## config.mk

```make
export PLATFORM = sky130hd
export DESIGN_NAME = affine_iter_ctrl
export DESIGN_NICKNAME = d
export VERILOG_FILES = /design/src/rtl/affine_iter_ctrl.sv
export SDC_FILE = /design/constraint.sdc
export NUM_CORES = 1
export LEC_CHECK = 0
export CORE_AREA = 2 2 164 166
export CTS_CLUSTER_DIAMETER = 80
export DETAILED_ROUTE_END_ITERATION = 8
export DIE_AREA = 0 0 166 168
export HOLD_SLACK_MARGIN = 0.06
export PLACE_DENSITY_LB_ADDON = 0.15
export SLEW_MARGIN = 25
export SYNTH_ARGS = -nofsm -noshare
export SYNTH_HDL_FRONTEND = slang
export SYNTH_SLANG_ARGS = --single-unit
export TNS_END_PERCENT = 30
```

## constraint.sdc

```tcl
create_clock -name clk -period 7.63 [get_ports clk]
set_input_delay 2.289 -clock clk [delete_from_list [all_inputs] [get_ports clk]]
set_output_delay 2.289 -clock clk [all_outputs]
set_load 0.005 [all_outputs]
```

## src/rtl/affine_iter_ctrl.sv

```systemverilog
// affine_iter_ctrl: drives x through affine_transform, drops warm-up results, streams the rest out
module affine_iter_ctrl #(
  parameter int PRECISION = 32,
  parameter int ITER_W    = 16,
  parameter int TIMEOUT   = 64
) (
  input  logic                 clk,
  input  logic                 reset_n,
  input  logic                 start,
  input  logic [PRECISION-1:0] seed0,
  input  logic [PRECISION-1:0] seed1,
  input  logic [PRECISION-1:0] seed2,
  input  logic [ITER_W-1:0]    n_iter,
  input  logic [ITER_W-1:0]    warmup,
  output logic                 at_tvalid,
  output logic [PRECISION-1:0] at_x0,
  output logic [PRECISION-1:0] at_x1,
  output logic [PRECISION-1:0] at_x2,
  input  logic                 at_valid,
  input  logic [PRECISION-1:0] at_xn0,
  input  logic [PRECISION-1:0] at_xn1,
  input  logic [PRECISION-1:0] at_xn2,
  output logic                 m_valid,
  input  logic                 m_ready,
  output logic [PRECISION-1:0] m_x0,
  output logic [PRECISION-1:0] m_x1,
  output logic [PRECISION-1:0] m_x2,
  output logic                 busy,
  output logic                 done,
  output logic                 err
);
  localparam int TW = $clog2(TIMEOUT) + 1;
  typedef enum logic [2:0] {S_IDLE, S_ISSUE, S_WAIT, S_OUT, S_DONE} state_t;
  state_t r_state, w_next;
  logic [ITER_W-1:0] r_cnt, r_wcnt, r_n_iter, r_warmup;
  logic [TW-1:0] r_timer;
  logic w_accept, w_timeout, w_more_warm, w_last;
  assign w_accept    = (r_state == S_IDLE) && start;
  assign w_timeout   = (r_state == S_WAIT) && !at_valid && (r_timer == TW'(TIMEOUT - 1));
  assign w_more_warm = r_wcnt < r_warmup;
  assign w_last      = r_cnt == r_n_iter - 1'b1;
  assign at_tvalid   = r_state == S_ISSUE;
  assign done        = r_state == S_DONE;
  assign busy        = r_state != S_IDLE;
  always_ff @(posedge clk)
    if (!reset_n) r_state <= S_IDLE;
    else r_state <= w_next;
  always_comb begin
    w_next = r_state;
    case (r_state)
      S_IDLE:  if (start) w_next = (n_iter == '0) ? S_DONE : S_ISSUE;
      S_ISSUE: w_next = S_WAIT;
      S_WAIT:  w_next = at_valid ? (w_more_warm ? S_ISSUE : S_OUT) : (w_timeout ? S_DONE : S_WAIT);
      S_OUT:   if (m_ready) w_next = w_last ? S_DONE : S_ISSUE;
      S_DONE:  w_next = S_IDLE;
      default: w_next = S_IDLE;
    endcase
  end
  always_ff @(posedge clk) begin
    if (!reset_n) begin
      {at_x0, at_x1, at_x2} <= '0;
      {m_x0, m_x1, m_x2}    <= '0;
      m_valid               <= 1'b0;
      err                   <= 1'b0;
      r_cnt                 <= '0;
      r_wcnt                <= '0;
      r_n_iter              <= '0;
      r_warmup              <= '0;
      r_timer               <= '0;
    end else begin
      if (w_accept) begin
        {at_x0, at_x1, at_x2} <= {seed0, seed1, seed2};
        r_cnt                 <= '0;
        r_wcnt                <= '0;
        err                   <= 1'b0;
        r_n_iter              <= n_iter;
        r_warmup              <= warmup;
      end
      if (r_state == S_ISSUE) r_timer <= '0;
      // x only moves on a result, so it stays stable while a transform is outstanding
      if (r_state == S_WAIT && at_valid) begin
        {at_x0, at_x1, at_x2} <= {at_xn0, at_xn1, at_xn2};
        if (w_more_warm) r_wcnt <= r_wcnt + 1'b1;
        else begin
          {m_x0, m_x1, m_x2} <= {at_xn0, at_xn1, at_xn2};
          m_valid            <= 1'b1;
        end
      end
      if (r_state == S_WAIT && !at_valid) r_timer <= r_timer + 1'b1;
      if (w_timeout) err <= 1'b1;
      if (r_state == S_OUT && m_ready) begin
        m_valid <= 1'b0;
        if (!w_last) r_cnt <= r_cnt + 1'b1;
      end
    end
  end
endmodule

```

==> results, run 1 <==
- At the pin with the least slew margin, the transition time is 1.04 ns.
- The class of the most critical hold timing path is reg2reg.
- The max-slew violation total from the final report is 0.
- The largest fanout of any net on the critical path is 14.
- Measured against its own limit, the worst slew margin works out to 0.304.
- The share of total power dissipated in combinational logic is 0.170.
- Of the total power, the share spent switching nets is 0.256.
- The power spent charging and discharging nets is 0.000975 W.
- The netlist area before placement is 11600 sq um.
- The dominant cell type by area after synthesis is dfxtp_1.
- Gates resized during post-CTS repair numbered 0.
- The first-pass detailed-route iteration total is 5.
- After synthesis, the cell types taking the most area are dfxtp_1, nand2_1, a311oi_1.
- The timing-limited maximum frequency is 226 MHz.
- The number of global-route vias before repair was 11400.
- Using the TritonRoute via totals, the vias-per-cell ratio works out to 5.47.
- The sequential share of power is 0.405.
- In the routed design, unresolved DRC markers number 0.
- The TritonCTS sink count is 268.
- The share of cells above drive strength 1 is 0.0441.
- The tool flagged a number of max-cap violations equal to 0.
- In the post-route analysis, the smallest setup slack over all paths is 3.20 ns.
- The sort of element at the start of the critical path is a flip-flop.
- The detailed router's first-iteration violation count is 918.
- The cell at the root of the clock tree is clkbuf_16.
- Hold repair after CTS inserted 0 buffers.
- Summed over all nets, the half-perimeter wirelength after detailed placement is 28500 um.
- The number of input and output port buffers inserted is 425.
- The slowest stage of the critical path belongs to the cell clkdlybuf4s50_1.
- In this run the number of H-tree levels came out at 1.
- Internal power comes to 0.00283 W.
- The category of the most critical setup path is reg2out.
- The initial antenna violation count is 6.
- In the final routed layout, each cell accounts on average for 18.6 um.
- The clock arrives with 0.0250 ns of skew.
- The wire length reported by the detailed router is 41500 um.
- The worst hold path passes through 2 cells.
- The power density over the cells is 222 nW/um^2.
- The critical path data arrival time is 2.14 ns.
- The starting utilization of the core area is 0.440.
- In the global route stage, overall resource usage came out at 0.280.
- The worst reg-to-reg path cell count is 10.
- The post-CTS clock slew at the launch and capture registers of the worst setup and hold paths is 0.06 ns.
- The data required time at the worst endpoint is 5.34 ns.
- In this run the register-to-register setup slack is 4.39 ns.
- Global routing finished with a remaining overflow of 0.
- The synthesized design contains 0 enable-type register cells.
- The height of the chip is 168 um.
- The share of total power dissipated in the clock network is 0.425.
- In this run the core area contains 60 standard-cell rows.
- From synthesis to final layout, the design area changed by 47.6%.
- The peak per-stage delay on the critical path is 0.51 ns.
- Of the synthesized area, sequential elements account for 0.463.
- Traced cell by cell, the critical path runs through nor3_1 > inv_1 > clkdlybuf4s50_1.
- Of the post-synthesis cell area, the dominant cell type holds 0.463.
- Synthesis handed over a netlist of 1503 instances.
- STA classifies the critical path endpoint as an output pin.
- The total count of hold-check failures in the final report was 0.
- The wire length of the first global-routing pass is 63600 um.
- The flow ran to the end, and the final reports show no timing, DRC or antenna violations.
- When the netlist entered floorplanning its net count stood at 1751.
- A synthesized cell averages 7.71 sq um.
- The final-stage net count is 2109.
- The setup TNS is 0 ns.
- The post-placement worst setup slack is 2.56 ns.
- The count of unique library cells instantiated by Yosys is 55.
- Setup repair after global routing left no endpoint under its margin.
- The final critical path time including I/O delays and setup is 4.43 ns.
- The worst IR drop on VDD is 161 uV.
- The TritonCTS clock tree is yes.
- Clock tree synthesis inserted a total of 30 buffers.
- Post-CTS timing repair inserted 0 buffers for setup.
- The async set or reset register ratio after synthesis is 0.
- The leakage power summed over all cells is 6.12 nW.
- Synthesis inferred 268 register bits.
- The count of vias placed by the detailed router is 12200.
- The region available for standard cell placement spans 26400 sq um.
- The number of failing setup endpoints in the final timing report is 0.
- Among all flip-flop cells after synthesis, the most frequent one is dfxtp_1.
- The maximum number of pins on one net before global-route repair is 111.
- The number of warnings printed during yosys synthesis is 0.
- The overall die area is 27900 sq um.
- Of the available clock period, the critical path in the final layout requires 0.581.
- The clock latency reported for the late side of the worst-skew pair is 0.56 ns.
- The clock tree buffer depth is 3.
- The floorplan step set the die width to 166 um.
- The remaining antenna violation count after routing is 0.
- The boundary pin count is 426.
- The weighted congestion reported at the end of routability-driven placement is 0.904.
flip-flops by register name, summed over array words and instances, names as in the netlist:
register / flops
r_cnt: 16
m_x1: 32
r_state: 3
r_timer: 7
err: 1
at_x1: 32
m_valid: 1
at_x2: 32
m_x0: 32
r_n_iter: 16
r_wcnt: 16
r_warmup: 16
m_x2: 32
at_x0: 32
worst max-delay path: cells and delay by family (launching register included):
family | cells | cell delay, ns
flops | 1 | 0.46
buf+inv | 2 | 0.67
simple gates | 1 | 0.46
cell usage after synthesis (all sizes together), types with 2 or more instances:
cell	instances
a211oi	2
a21o	11
a21oi	148
a311oi	96
a31oi	5
and2	2
and3	16
buf	13
clkbuf	96
dfxtp	268
ha	19
inv	29
mux2i	5
nand2	490
nand2b	3
nand3	22
nand3b	5
nand4	9
nand4b	8
nor2	130
nor3	13
nor3b	5
nor4	14
o211a	2
o211ai	7
o21ai	14
o2bb2ai	7
o311ai	3
o31ai	2
or2	5
or3	4
or4	7
xnor2	25
xor2	8
cell families (layout without fill, tap and decap cells):
kind of cell / after synthesis / in the layout / synth area share
buffers and inverters: 138 / 519 / 0.0461
adders and majority gates: 19 / 19 / 0.0205
muxes: 5 / 5 / 0.00432
AOI/OAI and AO/OA: 307 / 307 / 0.177
other: 0 / 6 / 0
DFF: 268 / 268 / 0.463
xor gates and xnor gates: 33 / 33 / 0.0249
and+or+nand+nor: 733 / 733 / 0.264
power groups by stage:
stage                     Combinational [W]  Clock, W  Sequential, W
after global placement             0.000636         0        0.00157
after CTS                          0.000648   0.00164        0.00154
after global routing               0.000701   0.00169        0.00155
after detailed placement           0.000643         0        0.00157
final                              0.000646   0.00162        0.00154
after floorplan                    0.000288         0        0.00156
worst paths after layout:
path	endpoint	startpoint
max	busy	r_state[1]
min	m_x1[22]	m_x1[22]
max reg2reg	m_x2[27]	r_wcnt[5]
min reg2reg	m_x1[22]	m_x1[22]
per-stage QoR:
step | instance area, sq um | std cells | total power [W] | utilization | hold slack, ns
after detailed placement | 16000 | 2170 | 0.00221 | 0.606 | 0.445
final | 17100 | 2231 | 0.00380 | 0.649 | 0.452
after global routing | 17100 | 2231 | 0.00394 | 0.649 | 0.467
after CTS | 17100 | 2225 | 0.00382 | 0.648 | 0.454
after global placement | 16000 | 2170 | 0.00220 | 0.606 | 0.438
after floorplan | 11600 | 1503 | 0.00185 | - | 0.436
layout by cell type (no fill, tap or decap), drive strengths merged, types with 9 or more instances in the layout:
| master | synthesis | layout |
|---|---|---|
| and3 | 16 | 16 |
| a311oi | 96 | 96 |
| a21o | 11 | 11 |
| a21oi | 148 | 148 |
| ha | 19 | 19 |
| dfxtp | 268 | 268 |
| inv | 29 | 29 |
| buf | 13 | 10 |
| nor4 | 14 | 14 |
| nor2 | 130 | 130 |
| clkbuf | 96 | 40 |
| clkdlybuf4s50 | 0 | 425 |
| o21ai | 14 | 14 |
| nand3 | 22 | 22 |
| nand2 | 490 | 490 |
| nand4 | 9 | 9 |
| nor3 | 13 | 13 |
| xnor2 | 25 | 25 |
area by class of cell:
type                            count  area (sq um)
Tap cell                          341           427
Antenna cell                        6          15.0
Sequential cell                   268          5370
Inverter                           29           114
Multi-Input combinational cell   1097          5740
Clock buffer                       40           890
Fill cell                        2267          9240
Timing Repair Buffer              435          4340
Clock inverter                     15           228
routing by layer:
metal | global-route usage | wire length (um)
met3 | 0.0783 | 3750
met4 | 0.105 | 1430
met5 | 0 | 0
met1 | 0.335 | 16500
met2 | 0.480 | 19900
(Power assumes the default switching activity.)
==> run 2: changes to the inputs <==
--- a/config.mk
+++ b/config.mk
@@ -5,10 +5,9 @@
 export SDC_FILE = /design/constraint.sdc
 export NUM_CORES = 1
 export LEC_CHECK = 0
-export CORE_AREA = 2 2 164 166
+export CORE_UTILIZATION = 41
 export CTS_CLUSTER_DIAMETER = 80
 export DETAILED_ROUTE_END_ITERATION = 8
-export DIE_AREA = 0 0 166 168
 export HOLD_SLACK_MARGIN = 0.06
 export PLACE_DENSITY_LB_ADDON = 0.15
 export SLEW_MARGIN = 25
==> constraint.sdc (replaced) <==
create_clock -name clk -period 3.9 [get_ports clk]
set_input_delay 1.17 -clock clk [delete_from_list [all_inputs] [get_ports clk]]
set_output_delay 1.17 -clock clk [all_outputs]
set_load 0.005 [all_outputs]
==> results, run 2 (same netlist as run 1, synthesis figures left out) <==
- The flow ran to the end, and the final reports show no timing, DRC or antenna violations.
- The peak per-stage delay on the critical path was 0.51 ns (about the same).
- The area taken by flip-flops and latches was 5370 sq um (unchanged).
- The cell at the root of the clock tree is clkbuf_16.
- The wire length of the first global-routing pass is 62200 um (-2.2%).
- The launch point of the worst hold path is m_x0[2].
- The post-placement worst setup slack was 0.748 ns (-1.82 ns).
- The clock buffer count from CTS is 30 (unchanged).
- The TritonCTS clock tree is yes.
- The width of the die is 170 um (+2.5%).
- The post-CTS clock slew at the launch and capture registers of the worst setup and hold paths came to 0.06 ns (about the same).
- Leaving out fill and tap cells, the most frequent cell in the layout is nand2_1.
- The starting utilization of the core area came to 0.417 (-0.0227).
- The initial antenna violation count is 2 (-4).
- The clock tree buffer depth is 3 (unchanged).
- The number of failing setup endpoints in the final timing report is 0 (unchanged).
- The cell with the largest stage delay on the worst path is clkdlybuf4s50_1.
- The total DRC errors in the routed layout is 0 (unchanged).
- In the layout the commonest cells are nand2_1, clkdlybuf4s50_1, dfxtp_1.
- The area growth from synthesis to layout is 48.6%.
- The buffers plus inverters on the worst setup path came to 2 (unchanged).
- The max-slew violation total from the final report is 0 (unchanged).
- The boundary pin count is 426 (unchanged).
- The maximum number of pins on one net before global-route repair is 135 (+22%).
- The power density over the cells is 421 nW/um^2 (+89%).
- The via-per-instance ratio is 5.28 (-3.4%).
- The sort of element at the start of the critical path is a flip-flop.
- The number of global-route vias before repair is 11300 (-1.4%).
- The tightest slew margin relative to the limit is 0.353 (+0.0496).
- The critical path starts at r_state[0].
- The remaining antenna violation count after routing is 0 (unchanged).
- The worst register-to-register path begins at r_wcnt[11].
- The final-stage net count is 2119 (+0.47%).
- The total count of hold-check failures in the final report is 0 (unchanged).
- The post-CTS setup buffer count is 0 (unchanged).
- The height of the chip is 170 um (+1.3%).
- The first-pass detailed-route iteration total is 5 (unchanged).
- The nature of the critical path endpoint is an output pin.
- The worst setup skew after layout was 0.0129 ns (-0.0120 ns).
- The clock latency reported for the late side of the worst-skew pair is 0.55 ns (about the same).
- The overall die area is 29000 sq um (+3.8%).
- The post-cts sizing count is 0 (unchanged).
- The path class of the tightest hold or removal check is reg2reg.
- The worst IR drop on VDD is 333 uV (+110%).
- Setup repair after global routing left no endpoint under its margin.
- The TritonCTS sink count was 268 (unchanged).
- The timing-limited maximum frequency is 300 MHz.
- The final hold slack came to 0.453 ns (+0.00106 ns).
- The share of cells above drive strength 1 is 0.0465 (+0.00246).
- The area of the core region is 27800 sq um (+5.4%).
- In this design, the largest share of critical-path delay is due to buffers and inverters.
- The data required time at the worst endpoint is 2.73 ns (-2.61 ns).
- The max-cap violation count is 0 (unchanged).
- The number of hold buffers added after cts is 0 (unchanged).
- The slew at the pin with the worst max-slew slack was 0.966 ns (-0.0787 ns).
- Walking the worst path, the cells encountered are nand2b_1 > or2_2 > inv_1 > clkdlybuf4s50_1.
- The number of standard-cell rows in the floorplan is 61 (+1.7%).
- The fill cell instance count of the final layout is 2515 (+11%).
- The final worst slack is 0.570 ns (-2.63 ns).
- The placed wire-length estimate came to 28600 um (+0.31%).
- The smallest clock period supported by the final layout is computed as 3.33 ns.
- The overall global routing resource usage is 0.269 (-0.0106).
- The number of input and output port buffers inserted is 425 (unchanged).
- The leakage power summed over all cells came to 6.15 nW (+0.45%).
- The setup TNS is 0 ns (unchanged).
- The count of vias placed by the detailed router is 12000 (-1.6%).
- The post-route clock period utilization is 0.854.
- The number of levels the H-tree was split into came to 1 (unchanged).
- The overall overflow remaining after global route came to 0 (unchanged).
- The category of the most critical setup path is reg2out.
- The multi-input gate area in the final layout is 5730 sq um (about the same).
- The largest fanout of any net on the critical path was 10 (-4).
- The detail-routed net length per standard cell is 17.8 um (-4.1%).
- The wire length reported by the detailed router is 40500 um (-2.3%).
- The weighted congestion reported at the end of routability-driven placement is 0.862 (-4.7%).
- The critical path data arrival time is 2.16 ns (+0.02 ns).
- The detailed router's first-iteration violation count was 751 (-18%).
[run 2: worst register-to-register path: stages (launching register included)]
cell and delay [ns]:
dfxtp_1 0.36, ha_1 0.32, nand4_1 0.15, or3_1 0.39, o32a_1 0.33, o211ai_1 0.44
nand2_4 0.38, buf_4 0.40, nand2_1 0.13, a21oi_1 0.08
[run 2: worst paths after layout]
check                   end  slack [ns]  depth (start not counted)
hold / removal      m_x0[2]        0.45                          2
hold reg to reg     m_x0[2]        0.45                          2
setup / recovery  at_tvalid        0.57                          4
setup reg to reg   m_x1[11]        0.79                          9
[run 2: where the power goes]
group	total (W)	internal (W)	switching [W]
Sequential	0.00301	0.00290	0.000111
Combinational	0.00129	0.000667	0.000620
Clock	0.00295	0.00180	0.00115
[run 2: routing by layer]
layer,track usage,up-vias,part of all wire
met2,0.462,443,0.48
met5,0,-,0
met4,0.0783,0,0.023
li1,-,5872,-
met1,0.332,5617,0.41
met3,0.0670,71,0.081
[run 2: stage by stage]
| step | std cells | total power (W) | utilization | cell area [sq um] |
|---|---|---|---|---|
| 6_report | 2272 | 0.00725 | 0.620 | 17200 |
| 5_1_grt | 2272 | 0.00756 | 0.620 | 17200 |
| 4_1_cts | 2270 | 0.00731 | 0.620 | 17200 |
| 3_5_place_dp | 2217 | 0.00435 | 0.583 | 16200 |
| 3_3_place_gp | 2217 | 0.00434 | 0.583 | 16200 |
| 2_1_floorplan | 1503 | 0.00362 | - | 11600 |
[run 2: cell type report]
| cell class | instances | share of cell area |
|---|---|---|
| inverter | 29 | 0.00661 |
| clock inverter | 14 | 0.0107 |
| timing repair buffer | 445 | 0.261 |
| clock buffer | 39 | 0.0497 |
| tap | 378 | 0.0274 |
| sequential | 268 | 0.311 |
| antenna | 2 | 0.000290 |
| multi-input combinational | 1097 | 0.333 |
